==> src/rtl/serial_bit_feeder.sv <==
// Parallel-to-serial feeder for the bit-serial sequence detector: accepts WIDTH-bit words
// over valid/ready and emits one bit per step cycle, with a one-word hold buffer for gapless streaming.
module serial_bit_feeder #(
  parameter int WIDTH     = 8,
  parameter bit MSB_FIRST = 1'b1
) (
  input  logic                     clk,
  input  logic                     reset,
  input  logic [WIDTH-1:0]         din,
  input  logic                     din_valid,
  output logic                     din_ready,
  input  logic                     step,
  output logic                     sout,
  output logic                     sout_valid,
  output logic                     busy,
  output logic [$clog2(WIDTH)-1:0] bit_idx
);

  localparam int RW = $clog2(WIDTH + 1);
  localparam int IW = $clog2(WIDTH);

  typedef enum logic {S_IDLE, S_SHIFT} state_t;

  state_t            r_state, w_state;
  logic [WIDTH-1:0]  r_sh, w_sh;
  logic [WIDTH-1:0]  r_hd, w_hd;
  logic [RW-1:0]     r_rem, w_rem;
  logic              r_hold_full, w_hold_full;
  logic              r_sout, w_sout;
  logic              r_sout_valid, w_sout_valid;
  logic [IW-1:0]     r_bit_idx, w_bit_idx;

  logic              w_emit;
  logic              w_accept;
  logic              w_sh_free;

  always_comb begin
    w_state      = r_state;
    w_sh         = r_sh;
    w_hd         = r_hd;
    w_rem        = r_rem;
    w_hold_full  = r_hold_full;
    w_sout       = r_sout;
    w_sout_valid = 1'b0;
    w_bit_idx    = r_bit_idx;

    w_emit    = (r_state == S_SHIFT) && step;
    w_accept  = din_valid && !r_hold_full;
    // The shifter counts as free if it is empty now or its last bit leaves on this edge.
    w_sh_free = (r_rem == '0) || ((r_rem == RW'(1)) && step);

    if (w_emit) begin
      w_sout       = MSB_FIRST ? r_sh[WIDTH-1] : r_sh[0];
      w_sout_valid = 1'b1;
      w_bit_idx    = IW'(WIDTH - int'(r_rem));
      w_sh         = MSB_FIRST ? {r_sh[WIDTH-2:0], 1'b0} : {1'b0, r_sh[WIDTH-1:1]};
      w_rem        = r_rem - RW'(1);
      if ((r_rem == RW'(1)) && r_hold_full) begin
        w_sh        = r_hd;
        w_rem       = RW'(WIDTH);
        w_hold_full = 1'b0;
      end
    end

    // Accept never coincides with a hold transfer: din_ready is low while the hold is full.
    if (w_accept) begin
      if (w_sh_free) begin
        w_sh  = din;
        w_rem = RW'(WIDTH);
      end else begin
        w_hd        = din;
        w_hold_full = 1'b1;
      end
    end

    w_state = (w_rem != '0) ? S_SHIFT : S_IDLE;
  end

  always_ff @(posedge clk) begin
    if (!reset) begin
      r_state      <= S_IDLE;
      r_sh         <= '0;
      r_hd         <= '0;
      r_rem        <= '0;
      r_hold_full  <= 1'b0;
      r_sout       <= 1'b0;
      r_sout_valid <= 1'b0;
      r_bit_idx    <= '0;
    end else begin
      r_state      <= w_state;
      r_sh         <= w_sh;
      r_hd         <= w_hd;
      r_rem        <= w_rem;
      r_hold_full  <= w_hold_full;
      r_sout       <= w_sout;
      r_sout_valid <= w_sout_valid;
      r_bit_idx    <= w_bit_idx;
    end
  end

  assign din_ready  = !r_hold_full;
  assign sout       = r_sout;
  assign sout_valid = r_sout_valid;
  assign busy       = (r_rem != '0) || r_hold_full;
  assign bit_idx    = r_bit_idx;

endmodule

==> config.mk <==
export PLATFORM = sky130hd
export DESIGN_NAME = serial_bit_feeder
export DESIGN_NICKNAME = d
export VERILOG_FILES = /design/src/rtl/serial_bit_feeder.sv
export SDC_FILE = /design/constraint.sdc
export NUM_CORES = 1
export LEC_CHECK = 0
export CAP_MARGIN = 10
export CELL_PAD_IN_SITES_DETAIL_PLACEMENT = 1
export CELL_PAD_IN_SITES_GLOBAL_PLACEMENT = 2
export CORE_MARGIN = 3
export CORE_UTILIZATION = 29
export CTS_BUF_LIST = sky130_fd_sc_hd__clkbuf_16
export DETAILED_ROUTE_END_ITERATION = 16
export MAX_ROUTING_LAYER = met4
export PLACE_DENSITY_LB_ADDON = 0.1
export SETUP_SLACK_MARGIN = 0.02
export SLEW_MARGIN = 10
export SYNTH_ARGS = -nofsm -noshare
export SYNTH_HDL_FRONTEND = slang
export SYNTH_SLANG_ARGS = --single-unit
==> constraint.sdc <==
create_clock -name clk -period 1.7 [get_ports clk]
set_input_delay 0.51 -clock clk [delete_from_list [all_inputs] [get_ports clk]]
set_output_delay 0.51 -clock clk [all_outputs]
set_load 0.01 [all_outputs]
==> results.sh <==
export IMPL_h_tree_depth=1
export IMPL_ios=19
export IMPL_worstMarginPinSlew_ns=0.3184
export IMPL_syn_area_per_cell_um2=9.576
export IMPL_endpoint_kind="flop"
export IMPL_hold_depth=2
export IMPL_io_buffers=18
export IMPL_fin_crit_sh=0.9857
export IMPL_grt_start_max_net_pins=26
export IMPL_synthesis_nets=141
export IMPL_irDropWorstVdd_uv=582.0
export IMPL_slew_violations=0
export IMPL_place_ws_ns=-0.3440
export IMPL_final_common_cell="dfxtp_1"
export IMPL_synth_area_mm2=0.001216
export IMPL_setup_slack_ns=0.02434
export IMPL_routedWlPerCell_um=14.24
export IMPL_clockBufferDepth=2
export IMPL_ys_seq_elements=27
export IMPL_async_reset_ff_frac=0
export IMPL_place_congestion=0.8171
export IMPL_r2r_cells=7
export IMPL_ys_types=31
export IMPL_rsz0062_at_grt="true"
export IMPL_clk_latency_ns=0.26
export IMPL_timing_fmax_mhz=596.8
export IMPL_period_needed_ns=1.676
export IMPL_cap_violations=0
export IMPL_grt_overflow=0
export IMPL_diodes=0
export IMPL_crit_type="reg -> reg"
export IMPL_start_util=0.3156
export IMPL_grt_pass1_wl_mm=5.340
export IMPL_coreArea_mm2=0.003854
export IMPL_clkTransAtPathRegs_ns=0.07
export IMPL_dr_total_vias=1084
export IMPL_die_x_um=70.76
export IMPL_crit_slowest_cell="dfxtp_2"
export IMPL_placed_cell_area_mm2=0.001612
export IMPL_die_area_mm2=0.005007
export IMPL_clock_skew_ns=0.002751
export IMPL_setup_violations=0
export IMPL_drt_iter0_markers=73
export IMPL_relSlewSlack=0.7878
export IMPL_avgViaCountPerCell=5.042
export IMPL_synth_cells=127
export IMPL_min_path_type="reg -> reg"
export IMPL_ys_flop_type="dfxtp_1"
export IMPL_finalHoldViolations=0
export IMPL_worstPathMaxFanout=7
export IMPL_layout_common_cells="25 x dfxtp_1, 22 x buf_4, 14 x clkdlybuf4s50_1"
export IMPL_yosysWarnings=0
export IMPL_powerDensity_mw_per_mm2=1333
export IMPL_crit_required_ns=1.84
export IMPL_p_leak_nw=0.7144
export IMPL_crit_path_start_kind="flop"
export IMPL_fin_nets=182
export IMPL_postRouteAntennaNets=0
export IMPL_final_area_mm2=0.001753
export IMPL_yosys_area_top_type="dfxtp_1"
export IMPL_synth_edff_count=0
export IMPL_grt_pass1_vias=1145
export IMPL_grt_antenna_before_repair=0
export IMPL_post_dp_hpwl_mm=2.213
export IMPL_seq_area_frac_synth=0.4444
export IMPL_cts_tree="yes"
export IMPL_drtPass1Iterations=4
export IMPL_synth_area_leaders="dfxtp_1 44%, mux2i_1 6.6%, a222oi_1 5.8%"
export IMPL_fillers=452
export IMPL_status="finished, final reports clean"
export IMPL_num_rows=22
export IMPL_grt_usage=0.1363
export IMPL_syn_to_final_growth_pct=44.14
export IMPL_cpPeakStageDelay_ns=0.36
export IMPL_yosysTopAreaCellShare=0.4444
export IMPL_clkSinkCount=27
export IMPL_holdBufCountCts=0
export IMPL_cts_root_buf="clkbuf_16"
export IMPL_cts_buffers=3
export IMPL_chipHeight_um=70.76
export IMPL_post_route_drc_count=0
export IMPL_cp_cell_sequence="buf_6 > ha_4 > nor4bb_4 > nor2_1 > buf_4 > a222oi_1 > a21oi_1"
export IMPL_wl_mm=3.062
export IMPL_cp_data_arrival_time_ns=1.82
export IMPL_layout_drive_gt1_share=0.2575
critical path: cells and delay by family, from the launching register on:
family                   cells  cell delay (ns)
adder cells (fa/ha/maj)      1             0.12
AND/OR/NAND/NOR              2             0.35
buffers and inverters        2             0.27
AO/OA/AOI/OAI                2             0.45
flip-flops                   1             0.36
state kept, by name, summed over array words and instances (netlist names):
signal and count:
r_hd 8, bit_idx 3, sout 1, r_rem 4, r_sh 8, sout_valid 1
r_hold_full 1, r_state 1
worst paths after layout:
kind                                start                      end  slack [ns]
setup / recovery      r_rem[0]$_SDFF_PN0_       r_sh[6]$_SDFF_PN0_        0.02
hold / removal    bit_idx[0]$_SDFFE_PN0N_  bit_idx[0]$_SDFFE_PN0N_        0.47
setup reg to reg      r_rem[0]$_SDFF_PN0_       r_sh[6]$_SDFF_PN0_        0.02
hold reg to reg   bit_idx[0]$_SDFFE_PN0N_  bit_idx[0]$_SDFFE_PN0N_        0.47
report_power, final:
part,switching (W),internal (W),total [W]
registers,0.0000994,0.000777,0.000876
clock network,0.000225,0.000318,0.000543
logic,0.000420,0.000498,0.000918
final cells by class:
type,instances,area [um^2],area share
well taps,48,60.06,0.03426
multi-input cells,88,660.6,0.3769
clock buffers,3,75.07,0.04283
clock inverters,1,5.005,0.002855
inverters,4,15.01,0.008565
flip-flops and latches,27,543.0,0.3098
repair buffers,44,394.1,0.2248
metrics by stage:
step / setup TNS (ns) / power (W) / cells / util / hold WS (ns)
detailed placement: -7.025 / 0.001775 / 209 / 0.4182 / 0.4606
finish: 0 / 0.002337 / 215 / 0.4549 / 0.4659
CTS: -0.0009203 / 0.002375 / 215 / 0.4532 / 0.4704
floorplan: 0 / 0.001399 / 127 / - / 0.4406
global route: -0.3213 / 0.002511 / 215 / 0.4549 / 0.4940
global placement: -6.627 / 0.001749 / 209 / 0.4182 / 0.4471
timing repair:
action,4_1_cts,5_1_grt
endpoints found under the setup margin,23,17
buffers inserted,2,0
gates resized for setup,19,2
pin swaps,8,5
cells in the mapped netlist, types with 2 or more instances:
cell type,count
mux2i_1,8
and2_1,2
nor3_1,2
inv_1,4
nor2_1,4
a222oi_1,7
nand3_1,3
ha_1,2
o21ai_0,9
nand2_1,13
nor2b_1,10
buf_2,3
clkbuf_1,3
dfxtp_1,27
a21boi_0,5
a21oi_1,10
per-layer routing:
metal	GRT usage	wire [um]	vias to the layer above
li1	-	-	545
met1	0.1557	1339	519
met2	0.2307	1563	15
met3	0.03693	114	5
met4	0.04384	44	0
met5	-	0	-
cells by family (layout without fill, tap and decap cells):
kind of cell / Yosys count / count (layout) / share of synthesized area
xor+xnor: 1 / 1 / 0.007203
buf+inv: 12 / 52 / 0.04938
fa+ha+maj: 2 / 2 / 0.02057
mux: 8 / 8 / 0.06585
simple gates: 39 / 39 / 0.1965
flops: 27 / 27 / 0.4444
compound gates: 38 / 38 / 0.2161
Note: power is estimated with default switching activity, not from simulation.
==> RTL edit: new RTL, same flow settings <==
Change the parameter `WIDTH` from 8 to 16.
--- a/src/rtl/serial_bit_feeder.sv
+++ b/src/rtl/serial_bit_feeder.sv
@@ -3,3 +3,3 @@
 module serial_bit_feeder #(
-  parameter int WIDTH     = 8,
+  parameter int WIDTH     = 16,
   parameter bit MSB_FIRST = 1'b1
Interface: changed (resized bit_idx and din); port bits go from 19 to 28. No check against the original RTL was run, so the function may have changed too.
==> RTL edit against the original RTL <==
  * The flow now finishes with violations (negative setup slack)
  * Total power rose by 110%
  * Cell area rose by 59%
  * Final cell count is 60% higher
  * Sequential cell count up 18
  * Wire length is 89% higher
  * Via count rose by 64%
  * Worst setup slack got worse by 28 ps
  * Sequential share of layout area grew 1.5 points
  * Critical endpoint is now r_hd[1]
  * Synthesized area rose by 58%
  * Largest cell class unchanged
  * Fmax down 1.6%
  * Utilization is 1.8 points lower
  * Critical path depth down 1
==> RTL edit: results (changes against the original RTL) <==
- Outcome: finished, violations left
- Failing checks: negative setup slack
- First-pass GRT wire length: 9211 um (+72%)
- Largest net degree at the start of global routing: 18 (-31%)
- Syn_nets: 237 (+68%)
- DP Cell Count: 333 (+59%)
- Met2 usage in global routing: 28.22% (+5.2 points)
- H-Tree Depth: 2 (+1)
- Final setup fails: 3 (+3)
- Min-delay src: bit_idx[2]
- Top area cells in the synthesized netlist: dfxtp_1 47%, a21oi_1 9.6%, mux2i_1 9.4%, a22oi_1 5.9%, o21ai_0 4.4%
- Vias per cell: 5.154 (+2.2%)
- Setup TNS: -4.428 ps (-4.428 ps)
- Post-synthesis sequential area ratio: 46.94% (+2.5 points)
- Port-buffer cells: 27 (+9)
- Commonest cells post-synth: 45 x dfxtp_1, 37 x a21oi_1, 21 x nor2_1, 18 x mux2i_1, 17 x o21ai_0
- Gp weighted congestion: 0.7840 (-4.1%)
- CP startpoint: r_rem[4]
- DP Wirelength: 4078 um (+84%)
- Initial antenna violation count: 0 (unchanged)
- Layout cell share with drive strength beyond 1: 25.75% (about the same)
- Routed via count: 1778 (+64%)
- Met1 Usage GRT: 17.90% (+2.3 points)
- Worst-margin pin slew: 297.5 ps (-20.82 ps)
- Final #Nets: 291 (+60%)
- Largest registers: r_hd (16), r_sh (16), r_rem (5)
- M3 GR Usage: 3.311% (-0.38 points)
- Diode count: 0 (unchanged)
- Routed WL per cell: 16.75 um (+18%)
- Worst skew pair latency: 280 ps (+20 ps)
- Total Routing Usage GR: 16.07% (+2.4 points)
- DR iter-0 viols: 66 (-9.6%)
- Peak supply drop: 0.5942 mV (+2.1%)
- Worst Path Arrival: 1880 ps (+60 ps)
- Post-synthesis area per instance: 8.969 um^2 (-6.3%)
- Filler cells: 735 (+63%)
- Leak pwr: 0.001185 uW (+66%)
- Setup slack after layout: -3.274 ps (-27.62 ps)
- Maximum fanout along the worst path: 8 (+1)
- Clock Skews: 4.595 ps (+1.845 ps)
- Inserted Clock Buffers: 5 (+2)
[RTL edit: worst max-delay path: stages (launching register included)]
cell,delay (ps)
dfxtp_2,340
buf_6,120
or3_4,430
o21ai_4,240
clkbuf_16,220
mux2i_1,190
nor2_1,50
[RTL edit: worst paths after layout]
| check | slack [ps] | to | cells past startpoint |
|---|---|---|---|
| max | -3 | r_hd[1] | 6 |
| min | 450 | bit_idx[2] | 2 |
| max reg2reg | -3 | r_hd[1] | 6 |
| min reg2reg | 450 | bit_idx[2] | 2 |
[RTL edit: cell families (layout without fill, tap and decap cells)]
kind of cell	count (synthesis)	after routing	share of synthesized area, %
compound gates	75	75	22.16
simple gates	50	50	12.58
flops	45	45	46.94
mux	18	18	9.387
buf+inv	18	72	4.693
xor+xnor	5	5	2.282
fa+ha+maj	3	3	1.956
[RTL edit: metal layers]
layer	wire length, um	vias to the layer above	share of wire, %
met3	143	12	2.5
met1	2528	863	44
met2	2968	30	51
met5	0	-	0
li1	-	873	-
met4	138	0	2.4
[RTL edit: stage by stage]
stage | power, uW | setup WS (ps)
finish | 4793 | -3.274
floorplan | 2782 | 72.48
detailed placement | 3600 | -287.4
CTS | 4560 | -39.14
global route | 5134 | -61.53
global placement | 3518 | -228.9
[RTL edit: cell type report]
cell class	count	area [um^2]	share of cell area (%)
Sequential cell	45	904.6	32.44
Timing Repair Buffer	61	595.6	21.35
Tap cell	77	96.34	3.454
Inverter	4	15.01	0.5384
Clock inverter	2	11.26	0.4038
Multi-Input combinational cell	151	1041	37.33
Clock buffer	5	125.1	4.486
[RTL edit: timing repair]
action,in CTS,in global routing
setup endpoints to repair,36,41
buffers inserted,0,2
pin swaps,0,14
cloned,0,3
resized for setup,9,39
hold buffers,0,0
endpoints found under the hold margin,0,0
[RTL edit: power breakdown]
| group | internal (uW) | switching, uW |
|---|---|---|
| Clock | 531 | 393 |
| Combinational | 1100 | 1130 |
| Sequential | 1410 | 228 |
| Total | 3040 | 1750 |
